<file path="src/rtl/queue_uart_tx.sv">
// queue_uart_tx: reader end of a registered byte queue. Pops one byte per frame
// over the available/data/ack handshake and serialises it LSB-first as an 8N1 or
// 8N2 UART frame on tx. Latency: the start bit begins on the edge that takes the byte.
// Backpressure: while a frame is in progress the queue is ignored and no ack is issued.
//
// Ports:
//   clk          system clock, all logic on posedge
//   rst_n        asynchronous active-low reset
//   enable       1 = start new frames; 0 = finish the current frame, then hold
//   q_available  queue non-empty (registered by the queue)
//   q_data       byte at the queue read pointer (registered by the queue)
//   q_ack        one-cycle pop pulse to the queue
//   tx           serial line, idles high
//   busy         high while a frame is in progress
//   tx_count     completed frames, modulo 2^16

module queue_uart_tx #(
  parameter int CLKS_PER_BIT = 104,  // >= 2
  parameter int STOP_BITS    = 1     // 1 or 2
) (
  input  logic        clk,
  input  logic        rst_n,
  input  logic        enable,
  input  logic        q_available,
  input  logic [7:0]  q_data,
  output logic        q_ack,
  output logic        tx,
  output logic        busy,
  output logic [15:0] tx_count
);

  localparam int BW = (CLKS_PER_BIT > 1) ? $clog2(CLKS_PER_BIT) : 1;
  localparam logic [BW-1:0] BAUD_LAST = BW'(CLKS_PER_BIT - 1);
  // Stop-bit counter is one bit wide; its terminal value depends on STOP_BITS.
  localparam logic STOP_LAST = (STOP_BITS == 2);

  localparam logic [1:0] S_IDLE  = 2'd0;
  localparam logic [1:0] S_START = 2'd1;
  localparam logic [1:0] S_DATA  = 2'd2;
  localparam logic [1:0] S_STOP  = 2'd3;

  logic [1:0]    state;
  logic [BW-1:0] baud;
  logic [2:0]    bit_idx;
  logic          stop_cnt;
  logic [7:0]    shreg;

  logic       baud_done;
  logic [2:0] next_bit;

  assign baud_done = (baud == BAUD_LAST);
  assign next_bit  = bit_idx + 3'd1;

  always_ff @(posedge clk or negedge rst_n) begin
    if (!rst_n) begin
      state    <= S_IDLE;
      baud     <= '0;
      bit_idx  <= 3'd0;
      stop_cnt <= 1'b0;
      shreg    <= 8'h00;
      tx       <= 1'b1;
      q_ack    <= 1'b0;
      busy     <= 1'b0;
      tx_count <= 16'h0000;
    end else begin
      // The ack is a single-cycle pulse: whatever set it last edge, it clears now.
      q_ack <= 1'b0;

      case (state)
        S_IDLE: begin
          tx       <= 1'b1;
          baud     <= '0;
          bit_idx  <= 3'd0;
          stop_cnt <= 1'b0;
          // The byte is captured on the acking edge, so the queue moving on
          // afterwards cannot disturb the frame. The queue's registered view
          // lags the pop by one more cycle; a bit period of at least two clocks
          // keeps us from looking at it again before it has caught up.
          if (enable && q_available) begin
            shreg <= q_data;
            tx    <= 1'b0;
            q_ack <= 1'b1;
            busy  <= 1'b1;
            state <= S_START;
          end
        end

        S_START: begin
          if (baud_done) begin
            baud    <= '0;
            bit_idx <= 3'd0;
            tx      <= shreg[0];
            state   <= S_DATA;
          end else begin
            baud <= baud + 1'b1;
          end
        end

        S_DATA: begin
          if (baud_done) begin
            baud <= '0;
            if (bit_idx == 3'd7) begin
              tx       <= 1'b1;
              stop_cnt <= 1'b0;
              state    <= S_STOP;
            end else begin
              bit_idx <= next_bit;
              tx      <= shreg[next_bit];
            end
          end else begin
            baud <= baud + 1'b1;
          end
        end

        S_STOP: begin
          tx <= 1'b1;
          if (baud_done) begin
            baud <= '0;
            if (stop_cnt == STOP_LAST) begin
              // Leaving for IDLE guarantees one idle clock before the next start.
              tx_count <= tx_count + 16'd1;
              busy     <= 1'b0;
              state    <= S_IDLE;
            end else begin
              stop_cnt <= stop_cnt + 1'b1;
            end
          end else begin
            baud <= baud + 1'b1;
          end
        end

        default: begin
          tx    <= 1'b1;
          busy  <= 1'b0;
          state <= S_IDLE;
        end
      endcase
    end
  end

endmodule
</file>
<file path="config.mk">
export PLATFORM = sky130hd
export DESIGN_NAME = queue_uart_tx
export DESIGN_NICKNAME = d
export VERILOG_FILES = /design/src/rtl/queue_uart_tx.sv
export SDC_FILE = /design/constraint.sdc
export NUM_CORES = 1
export LEC_CHECK = 0
export ABC_CLOCK_PERIOD_IN_PS = 2370
export BUFFER_PORTS_ARGS = -buffer_cell sky130_fd_sc_hd__buf_2
export CAP_MARGIN = 10
export CORE_MARGIN = 3
export CORE_UTILIZATION = 58
export CTS_BUF_LIST = sky130_fd_sc_hd__clkbuf_8
export CTS_CLUSTER_DIAMETER = 60
export DETAILED_ROUTE_END_ITERATION = 8
export PLACE_DENSITY = 0.82
export SETUP_SLACK_MARGIN = 0.02
export SLEW_MARGIN = 25
export SYNTH_ARGS = -nofsm -noshare
export SYNTH_HDL_FRONTEND = slang
export SYNTH_SLANG_ARGS = --single-unit
export TNS_END_PERCENT = 20
</file>
<file path="constraint.sdc">
create_clock -name clk -period 2.37 [get_ports clk]
set_input_delay 0.3555 -clock clk [delete_from_list [all_inputs] [get_ports clk]]
set_output_delay 0.3555 -clock clk [all_outputs]
set_load 0.02 [all_outputs]
</file>
-- After elaboration in Yosys (flattened, before gate mapping)
Cells that the tools add are included.
- word-level logic and storage cells: 71
- bits in registers: 40
- output and inout bits: 19
- bits of input ports: 12
- equal/unequal tests: 12
- add/subtract/negate cells: 4
- multiplexer cells: 31
- bitwise logic cells: 1
- order comparisons: 1
- reductions and logical operators: 13
- operators by type and width (operator ; number):
    $add 16x1->16 const B ; 1
    $mux 1 ; 14
    $ne 2x2->1 const B ; 7
    $pmux 7 s2 ; 1
    $mux 2 ; 6
    $reduce_and 4->1 ; 3
    $mux 3 ; 3
    $pmux 3 s3 ; 1
    $pmux 2 s4 ; 1
    $add 7x1->7 const B ; 1
    $eq 7x7->1 const B ; 1
    $mux 7 ; 1
    $reduce_and 6->1 ; 1
    $reduce_bool 3->1 ; 2
    $eq 2x2->1 const B ; 2
    $lt 3x4->1 const B ; 1
    $pmux 1 s4 ; 1
    $reduce_and 2->1 ; 2
    $add 3x1->3 const B ; 1
    $bmux 1 s3 ; 1
    $eq 3x3->1 const B ; 1
    $pmux 1 s3 ; 1
    $reduce_and 3->1 ; 1
    $reduce_or 3->1 ; 1
    other kinds (7) ; 7

-- Logic depth before layout (Yosys ltp)
Gate-level depths: netlist (run 1).
- depth in word-level cells: 6
- gate-level depth with buffers: 7
- mapped depth without buffers: 7

-- Worst setup path after synthesis (run 1)
Ideal clock, no wire load.
- path type: flip-flop to flip-flop
- from: register bit_idx[0]
- to: register tx
- cell stages (with the launch flop): 6
- period minus slack after synthesis: 1.791 ns
- path buffers: 0
- slack: 0.579 ns
- required time: 2.276 ns
- data arrival time: 1.697 ns
- setup time: 0.094 ns
- cells stage by stage: dfrtp_1 -> ha_1 -> mux4_2 -> mux2_2 -> o21ai_0 -> a21oi_1
- longest elaborated chain between the ends: 6
- elaborated cells between the ends (all ways): 7
- those cells by class: add/sub: 1; eq/ne: 1; mux: 5
- ends and longest elaborated chain (what ; line ; RTL):
    start, declared ; 44 ; logic [2:0] bit_idx;
    start signal, assigned ; 107 ; bit_idx <= next_bit;
    $add 3x1->3 ; 52 ; assign next_bit = bit_idx + 3'd1;
    $bmux 1 s3 ; 108 ; tx <= shreg[next_bit];
    $mux 1 (not written as such) ; 108 ;
    $mux 1 (*) ; 102 ; if (bit_idx == 3'd7) begin
    $mux 1 (*) ; 100 ; if (baud_done) begin
    $pmux 1 s4 (*) ; 69 ; case (state)
    end signal, assigned ; 92 ; tx <= shreg[0];
    end signal, assigned ; 108 ;
    end, declared ; 27 ; output logic tx,
Every way passes the cells marked *; elsewhere a longest branch is shown, timed or not. The select of a mux whose other input is x is not followed.
A chain may end at the register's enable or synchronous reset.

-- Final worst setup path (run 1)
Same ends and word-level chain as after synthesis.

==> results of run 1 <==
-- worst reg2reg max path, stage by stage (launching register included) --
cell	delay, ps
dfrtp_1	430
ha_1	380
mux4_2	520
mux2_2	270
o21ai_0	150
a21oi_1	90
-- metal layers --
layer	GRT usage	wire, um
met5	0	0
met4	0.0701	62
met3	0.0642	204
met2	0.343	1800
met1	0.243	1520
-- power by group --
part	switching, W	total (W)	leakage (nW)	internal (W)
combinational	0.0000160	0.0000229	0.557	0.00000685
sequential	0	0.000665	0.522	0.000665
clock	0.000236	0.000549	0.0581	0.000313
total	0.000252	0.00124	1.14	0.000985
-- metrics by stage --
step	cells	hold WS, ps
after floorplan	165	59.9
after global placement	236	436
after CTS	244	182
after detailed placement	236	447
final	244	152
after global routing	244	206
-- state kept, by name, summed over array words and instances, names as in the netlist --
name      cells
shreg         8
tx_count     16
state         2
baud          7
q_ack         1
tx            1
bit_idx       3
busy          1
-- cell families (layout without fill, tap and decap cells) --
group	count (synthesis)	after routing	share of synthesized area
simple gates	59	59	0.166
flops	39	39	0.511
xor+xnor	19	19	0.0870
compound gates	17	17	0.0602
mux	14	14	0.0935
fa+ha+maj	9	9	0.0589
buf+inv	8	43	0.0235
-- cell type report --
cell class | instances | area, um2
Sequential cell | 39 | 977
Fill cell | 245 | 895
Multi-Input combinational cell | 118 | 891
Timing Repair Buffer | 31 | 158
Clock buffer | 5 | 68.8
Tap cell | 44 | 55.1
Clock inverter | 3 | 43.8
Inverter | 4 | 15.0
-- worst min path at each step --
stage,start,cells after the start,slack (ps),endpoint
after detailed placement,baud[0],1,450,baud[0]
after CTS,rst_n,1,180,tx_count[4]
after global placement,baud[0],1,440,baud[0]
after global routing,rst_n,1,210,tx_count[8]
after floorplan,rst_n,0,60,baud[0]
final,rst_n,1,150,tx_count[0]
-- synth_stat cells (all sizes together) (4+ instances only) --
| master | number |
|---|---|
| and3 | 4 |
| nor2 | 9 |
| nand2 | 17 |
| xnor2 | 11 |
| a21oi | 4 |
| inv | 4 |
| ha | 9 |
| o21ai | 4 |
| xor2 | 8 |
| nand4 | 6 |
| a22o | 5 |
| nand3 | 8 |
| mux2 | 11 |
| nor3 | 8 |
| dfrtp | 38 |
==> impl_metrics.py, run 1 <==
metrics = {
    "pwr": {
        "worst_ir_drop_vdd_uv": 503,
        "p_per_area_nw_per_um2": 560,
        "p_total_w": 0.00124,
        "p_leak_nw": 1.14,
    },
    "sta": {
        "clock_skew_ps": 10.4,
        "max_freq_ghz": 0.522,
        "layout_setup_ws_ps": 454,
        "slew_headroom": 0.442,
        "period_share": 0.808,
        "finalHoldViolations": 0,
        "rsz0062_at_grt": "false",
        "finalSetupViolCount": 0,
        "fin_setup_tns_ps": 0,
        "tightest_slew_ps": 837,
        "drv_slew": 0,
        "period_needed_ps": 1920,
    },
    "worst_setup_path": {
        "cp.required_ps": 2580,
        "cp_data_arrival_time_ps": 2130,
        "slowest_delay_ps": 520,
        "worst-path-buf-inv": 0,
        "rr_worst_depth": 5,
        "cp_slowest_cell": "mux4_2",
        "regToRegSetupSlack_ps": 450,
        "cp.depth": 5,
        "cp-endpoint": "tx",
        "crit_path_max_fanout": 4,
        "reg2reg_from": "bit_idx[0]",
        "crit_start": "bit_idx[0]",
        "path_class": "reg2reg",
        "rr_endpoint": "tx",
        "cp-start-kind": "flip-flop",
        "worstPathCellList": "ha_1, mux4_2, mux2_2, o21ai_0, a21oi_1",
        "worstSetupEndpointType": "flip-flop",
        "crit_family": "multiplexers",
    },
    "job": {
        "cap_viol_max_count": 0,
    },
    "clock_network": {
        "h-tree-depth": 2,
        "clkSinkCount": 39,
        "path_clk_slew_ps": 80,
        "cts_tree": "built",
        "cts_setup_buffers": 0,
        "ctsHoldBuffers": 0,
        "cts_max_path_buffers": 2,
        "cts_buffers": 5,
        "clock_latency_ps": 300,
        "root_buffer": "clkbuf_8",
        "post_cts_resized": 0,
    },
    "floorplan": {
        "dieArea_um2": 4020,
        "dieHeight_um": 63.4,
        "core_um2": 3100,
        "start_util": 0.617,
        "die_w_um": 63.4,
        "pin_count": 31,
        "rows": 20,
    },
    "detailed_routing": {
        "vias_per_cell": 5.61,
        "drtPass1Iterations": 4,
        "wirelength_mm": 3.59,
        "vias": 1368,
        "ant_nets": 0,
        "drtIter0Drc": 69,
        "post-route-drc-count": 0,
        "wl_per_cell_um": 14.7,
    },
    "yosys": {
        "yosysTopAreaCellShare": 0.497,
        "seq_area_frac_synth": 0.511,
        "syn_inst": 165,
        "syn_avg_cell_area_um2": 11.6,
        "syn-num-nets": 186,
        "synth_edf_count": 0,
        "netlist_top_cells_area": "dfrtp_1 (50%), ha_1 (5.9%), mux2_2 (5.9%), xnor2_1 (5.0%), xor2_1 (3.7%)",
        "synth-seq-cells": 39,
        "yosys.area.top_type": "dfrtp_1",
        "ys.flop_type": "dfrtp_1",
        "synth.cell_area_um2": 1910,
        "async_reset_ff_frac": 1.00,
        "yosysUniqueCellTypes": 34,
        "yosysWarnings": 0,
    },
    "global_route": {
        "grt_pass1_vias": 1369,
        "overflow": 0,
        "grt_pass1_wl_mm": 6.26,
        "grt_max_degree": 40,
        "antenna_found_initial": 0,
        "grtUsageTotal": 0.203,
    },
    "run_status": {
        "status": "completed",
    },
    "cells_and_area": {
        "syn_to_final_growth_pct": 15.4,
        "design_area_um2": 2210,
        "finalNetCount": 220,
        "final_util": 0.712,
        "drive_above_1_share": 0.295,
        "antenna_cells": 0,
        "final_common_cell": "dfrtp_1",
        "layout_common_cells": "dfrtp_1 (38), buf_2 (30), nand2_1 (17)",
    },
    "placement": {
        "pre_cts_ws_ps": 446,
        "dp_hpwl_mm": 2.68,
        "place_area_um2": 2100,
        "portBuffers": 30,
        "gp_congestion": 0.757,
    },
    "min_path": {
        "hold_path_class": "in2async",
    },
}
No activity file was read; power rests on OpenSTA's default activity.
==> inputs of run 2 (changes only) <==
--- a/config.mk
+++ b/config.mk
@@ -5,7 +5,7 @@
 export SDC_FILE = /design/constraint.sdc
 export NUM_CORES = 1
 export LEC_CHECK = 0
-export ABC_CLOCK_PERIOD_IN_PS = 2370
+export ABC_CLOCK_PERIOD_IN_PS = 1970
 export BUFFER_PORTS_ARGS = -buffer_cell sky130_fd_sc_hd__buf_2
 export CAP_MARGIN = 10
 export CORE_MARGIN = 3
==> constraint.sdc (replaced) <==
create_clock -name clk -period 1.97 [get_ports clk]
set_input_delay 0.2955 -clock clk [delete_from_list [all_inputs] [get_ports clk]]
set_output_delay 0.2955 -clock clk [all_outputs]
set_load 0.02 [all_outputs]
==> run 2 against run 1 <==
Effect of this change: count of clock-buffer cells in the layout increased by 2; register-to-register slack got worse by 410 ps; global-route usage shrank 0.40 points; critical endpoint unchanged; sequential share of layout area fell by 0.71 points.
==> impl_metrics.py, run 2 (synthesis gave the netlist of run 1 again) <==
metrics = {
    "worst_setup_path": {
        "worst-path-buf-inv": 0,
        "crit_family": "multiplexers",
        "path_class": "reg2reg",
        "cp_data_arrival_time_ps": 2130,
        "cp-start-kind": "flip-flop",
        "worstPathCellList": "ha_4, ha_1, mux4_2, mux2_2, o21ai_0, a21oi_1",
        "crit_path_max_fanout": 4,
        "slowest_delay_ps": 450,
        "cp.required_ps": 2180,
        "worstSetupEndpointType": "flip-flop",
        "cp_slowest_cell": "dfrtp_2",
    },
    "sta": {
        "period_needed_ps": 1920,
        "max_freq_ghz": 0.520,
        "slew_headroom": 0.444,
        "finalSetupViolCount": 0,
        "hold_ws_ps": 97.3,
        "clock_skew_ps": 6.31,
        "drv_slew": 0,
        "rsz0062_at_grt": "true",
        "finalHoldViolations": 0,
        "tightest_slew_ps": 834,
        "period_share": 0.977,
    },
    "cells_and_area": {
        "largest_register_ffs": 16,
        "syn_to_final_growth_pct": 17.5,
        "final_common_cell": "dfrtp_1",
        "drive_above_1_share": 0.324,
        "top_register": "tx_count",
        "fillers": 253,
        "top_regs": "tx_count: 16 flops, shreg: 8 flops, baud: 7 flops",
        "finalNetCount": 224,
        "final_util": 0.724,
        "multiInputGateArea_um2": 907,
        "antenna_cells": 0,
        "final-seq-area_um2": 978,
        "layout_common_cells": "dfrtp_1 (37), buf_2 (30), nand2_1 (17)",
    },
    "clock_network": {
        "root_buffer": "clkbuf_8",
        "clock_latency_ps": 290,
        "cts_tree": "built",
        "path_clk_slew_ps": 70,
        "cts_buffers": 5,
        "h-tree-depth": 2,
        "cts_setup_buffers": 0,
        "clkSinkCount": 39,
        "cts_max_path_buffers": 2,
    },
    "detailed_routing": {
        "ant_nets": 0,
        "wl_per_cell_um": 14.1,
        "vias": 1345,
        "wirelength_mm": 3.50,
        "post-route-drc-count": 0,
        "vias_per_cell": 5.42,
        "drtIter0Drc": 83,
        "drtPass1Iterations": 4,
    },
    "global_route": {
        "antenna_found_initial": 0,
        "overflow": 0,
        "grt_pass1_vias": 1348,
        "grtUsageTotal": 0.199,
        "grt_pass1_wl_mm": 6.20,
        "grt_max_degree": 40,
    },
    "placement": {
        "portBuffers": 30,
        "gp_congestion": 0.773,
        "dp_hpwl_mm": 2.58,
    },
    "floorplan": {
        "dieArea_um2": 4020,
        "pin_count": 31,
        "start_util": 0.617,
        "dieHeight_um": 63.4,
        "rows": 20,
        "core_um2": 3100,
        "die_w_um": 63.4,
    },
    "pwr": {
        "clockPowerShare": 0.416,
        "p_seq_frac": 0.564,
        "switching_share": 0.205,
        "power_frac_comb": 0.019,
        "p_per_area_nw_per_um2": 631,
        "p_int_w": 0.00113,
        "p_leak_nw": 1.15,
        "worst_ir_drop_vdd_uv": 401,
        "power_switching_w": 0.000291,
    },
    "job": {
        "cap_viol_max_count": 0,
    },
    "min_path": {
        "hold_path_class": "in2async",
    },
    "run_status": {
        "status": "completed",
    },
}
==> run 2: layout make-up <==
cell class,instances,area share
multi-input combinational,118,0.404
sequential,39,0.435
inverter,4,0.00668
clock inverter,1,0.00334
clock buffer,7,0.0429
timing repair buffer,35,0.0835
tap,44,0.0245
==> run 2: power by group through the flow <==
stage	clock (W)	sequential [W]	combinational (W)
global route	0.000658	0.000800	0.0000324
CTS	0.000614	0.000800	0.0000289
global placement	0	0.000816	0.0000274
floorplan	0	0.000816	0.00000147
finish	0.000590	0.000800	0.0000273
detailed placement	0	0.000816	0.0000289
==> run 2: worst paths after layout <==
path / slack [ps] / startpoint / depth (start not counted) / endpoint
setup / recovery: 50 / bit_idx[0] / 6 / tx
hold / removal: 100 / rst_n / 1 / tx_count[0]
setup reg to reg: 50 / bit_idx[0] / 6 / tx
hold reg to reg: 460 / baud[0] / 1 / baud[0]
max in group asynchronous: 1290 / rst_n / 1 / bit_idx[0]
min in group clk: 230 / q_data[7] / 2 / shreg[7]
==> run 2: stage by stage <==
stage	setup slack, ps	cell area [um2]	setup TNS (ps)	std cells	power (W)
2_1_floorplan	179	1910	0	165	0.000817
3_3_place_gp	135	2130	0	240	0.000843
3_5_place_dp	-18.5	2130	-18.5	240	0.000845
4_1_cts	34.0	2240	0	248	0.00144
5_1_grt	7.47	2250	0	248	0.00149
6_report	46.1	2250	0	248	0.00142
==> run 2: layer usage <==
layer,vias to the layer above,global-route usage,routed length (um)
met1,641,0.240,1530
li1,656,-,-
met4,0,0.0809,62
met5,-,0,0
met3,6,0.0588,235
met2,42,0.331,1670
==> run 2: timing repair <==
action                                  CTS  global route
hold buffers                              0             0
hold endpoints to repair                  0             0
gates resized for setup                   1             2
endpoints found under the setup margin    1             2
==> inputs of run 3 (changes only) <==
--- a/config.mk
+++ b/config.mk
@@ -13,7 +13,7 @@
 export CTS_BUF_LIST = sky130_fd_sc_hd__clkbuf_8
 export CTS_CLUSTER_DIAMETER = 60
 export DETAILED_ROUTE_END_ITERATION = 8
-export PLACE_DENSITY = 0.82
+export PLACE_DENSITY_LB_ADDON = 0.08
 export SETUP_SLACK_MARGIN = 0.02
 export SLEW_MARGIN = 25
 export SYNTH_ARGS = -nofsm -noshare
==> constraint.sdc (replaced) <==
create_clock -name clk -period 1.97 [get_ports clk]
set_input_delay 0.0985 -clock clk [delete_from_list [all_inputs] [get_ports clk]]
set_output_delay 0.0985 -clock clk [all_outputs]
set_load 0.02 [all_outputs]
==> run 3 against run 2 <==
Effect of this change: largest cell class unchanged; critical path type unchanged; critical endpoint unchanged; non-clock buffer count increased by 1; first-iteration DRC count decreased by 20%; clock skew decreased by 1.4 ps; combinational power increased by 5%; sequential share of layout area about the same; sequential power about the same; clock power decreased by 11%; utilization decreased by 0.16 points; count of clock-buffer cells in the layout decreased by 2.
==> impl_metrics.py, run 3 (synthesis gave the netlist of run 1 again) <==
metrics = {
    "cells_and_area": {
        "drive_above_1_share": 0.317,
        "top_regs": "tx_count: 16 flops, shreg: 8 flops, baud: 7 flops",
        "antenna_cells": 0,
        "layout_common_cells": "dfrtp_1 (38), buf_2 (30), nand2_1 (17)",
        "finalNetCount": 225,
        "top_register": "tx_count",
        "final_common_cell": "dfrtp_1",
        "design_area_um2": 2240,
        "largest_register_ffs": 16,
        "syn_to_final_growth_pct": 17.2,
    },
    "floorplan": {
        "dieHeight_um": 63.4,
        "dieArea_um2": 4020,
        "rows": 20,
        "start_util": 0.617,
        "core_um2": 3100,
        "pin_count": 31,
        "die_w_um": 63.4,
    },
    "clock_network": {
        "clock_latency_ps": 290,
        "cts_setup_buffers": 0,
        "cts_buffers": 5,
        "path_clk_slew_ps": 80,
        "root_buffer": "clkbuf_8",
        "cts_tree": "built",
        "clkSinkCount": 39,
        "cts_max_path_buffers": 2,
        "h-tree-depth": 2,
    },
    "detailed_routing": {
        "post-route-drc-count": 0,
        "wl_per_cell_um": 14.8,
        "vias": 1372,
        "drtPass1Iterations": 4,
        "wirelength_mm": 3.69,
        "ant_nets": 0,
        "drtIter0Drc": 66,
        "vias_per_cell": 5.51,
    },
    "worst_setup_path": {
        "worstSetupEndpointType": "flip-flop",
        "crit_family": "multiplexers",
        "cp_slowest_cell": "dfrtp_1",
        "crit_path_max_fanout": 4,
        "cp-start-kind": "flip-flop",
        "path_class": "reg2reg",
        "worst-path-buf-inv": 0,
        "slowest_delay_ps": 460,
        "cp_data_arrival_time_ps": 2130,
        "worstPathCellList": "ha_4, ha_1, mux4_2, mux2_2, o21ai_0, a21oi_1",
        "cp.required_ps": 2180,
    },
    "global_route": {
        "grt_pass1_vias": 1372,
        "grt_max_degree": 40,
        "grtUsageTotal": 0.196,
        "overflow": 0,
        "grt_pass1_wl_mm": 6.07,
        "antenna_found_initial": 0,
    },
    "sta": {
        "finalHoldViolations": 0,
        "max_freq_ghz": 0.521,
        "tightest_slew_ps": 846,
        "clock_skew_ps": 4.96,
        "fin_setup_tns_ps": 0,
        "slew_headroom": 0.436,
        "period_needed_ps": 1920,
        "rsz0062_at_grt": "true",
        "finalSetupViolCount": 0,
        "period_share": 0.974,
        "drv_slew": 0,
    },
    "pwr": {
        "power_switching_w": 0.000305,
        "clockPowerShare": 0.389,
        "p_int_w": 0.00105,
        "p_per_area_nw_per_um2": 605,
        "power_frac_comb": 0.021,
        "worst_ir_drop_vdd_uv": 489,
        "p_leak_nw": 1.15,
        "switching_share": 0.225,
        "p_seq_frac": 0.590,
    },
    "placement": {
        "portBuffers": 30,
        "gp_congestion": 0.794,
        "dp_hpwl_mm": 2.70,
        "place_area_um2": 2130,
    },
    "job": {
        "cap_viol_max_count": 0,
    },
    "min_path": {
        "hold_path_class": "in2reg",
    },
    "run_status": {
        "status": "completed",
    },
}
-- run 3: layer usage --
layer,global-route usage,part of all wire,up-vias
li1,-,-,658
met1,0.224,0.43,643
met4,0.0943,0.036,0
met5,0,0,-
met3,0.0588,0.055,15
met2,0.335,0.48,56
-- run 3: final cells by class --
class	instances	area, um2
Multi-Input combinational cell	118	912
Clock inverter	3	16.3
Sequential cell	39	977
Clock buffer	5	68.8
Timing Repair Buffer	36	198
Fill cell	231	861
Tap cell	44	55.1
Inverter	4	15.0
-- run 3: timing repair --
action	CTS	global route
gates resized for setup	0	3
endpoints found under the hold margin	38	0
hold buffers	1	0
setup endpoints to repair	0	2
-- run 3: path summary, 6_finish.rpt --
check / start / to / slack, ps / cells after the start
max: bit_idx[0] / tx / 50 / 6
min: q_data[0] / shreg[0] / 30 / 2
max reg2reg: bit_idx[0] / tx / 50 / 6
min reg2reg: baud[0] / baud[0] / 460 / 1
max in group asynchronous: rst_n / shreg[5] / 1000 / 2
min in group asynchronous: rst_n / tx_count[3] / 450 / 2
-- run 3: power groups by stage --
stage          registers, W  clock network (W)   logic [W]
3_5_place_dp       0.000816                  0   0.0000287
5_1_grt            0.000800           0.000587   0.0000334
4_1_cts            0.000800           0.000537   0.0000301
6_report           0.000800           0.000528   0.0000288
3_3_place_gp       0.000816                  0   0.0000277
2_1_floorplan      0.000816                  0  0.00000147
-- run 3: metrics by stage --
step	setup WS (ps)	utilization	total power (W)	hold WS, ps	cells
2_1_floorplan	179	-	0.000817	-197	165
3_3_place_gp	126	0.685	0.000843	239	240
3_5_place_dp	37.2	0.685	0.000844	254	240
4_1_cts	29.2	0.716	0.00137	27.9	249
5_1_grt	25.4	0.723	0.00142	19.7	249
6_report	50.7	0.723	0.00136	30.8	249
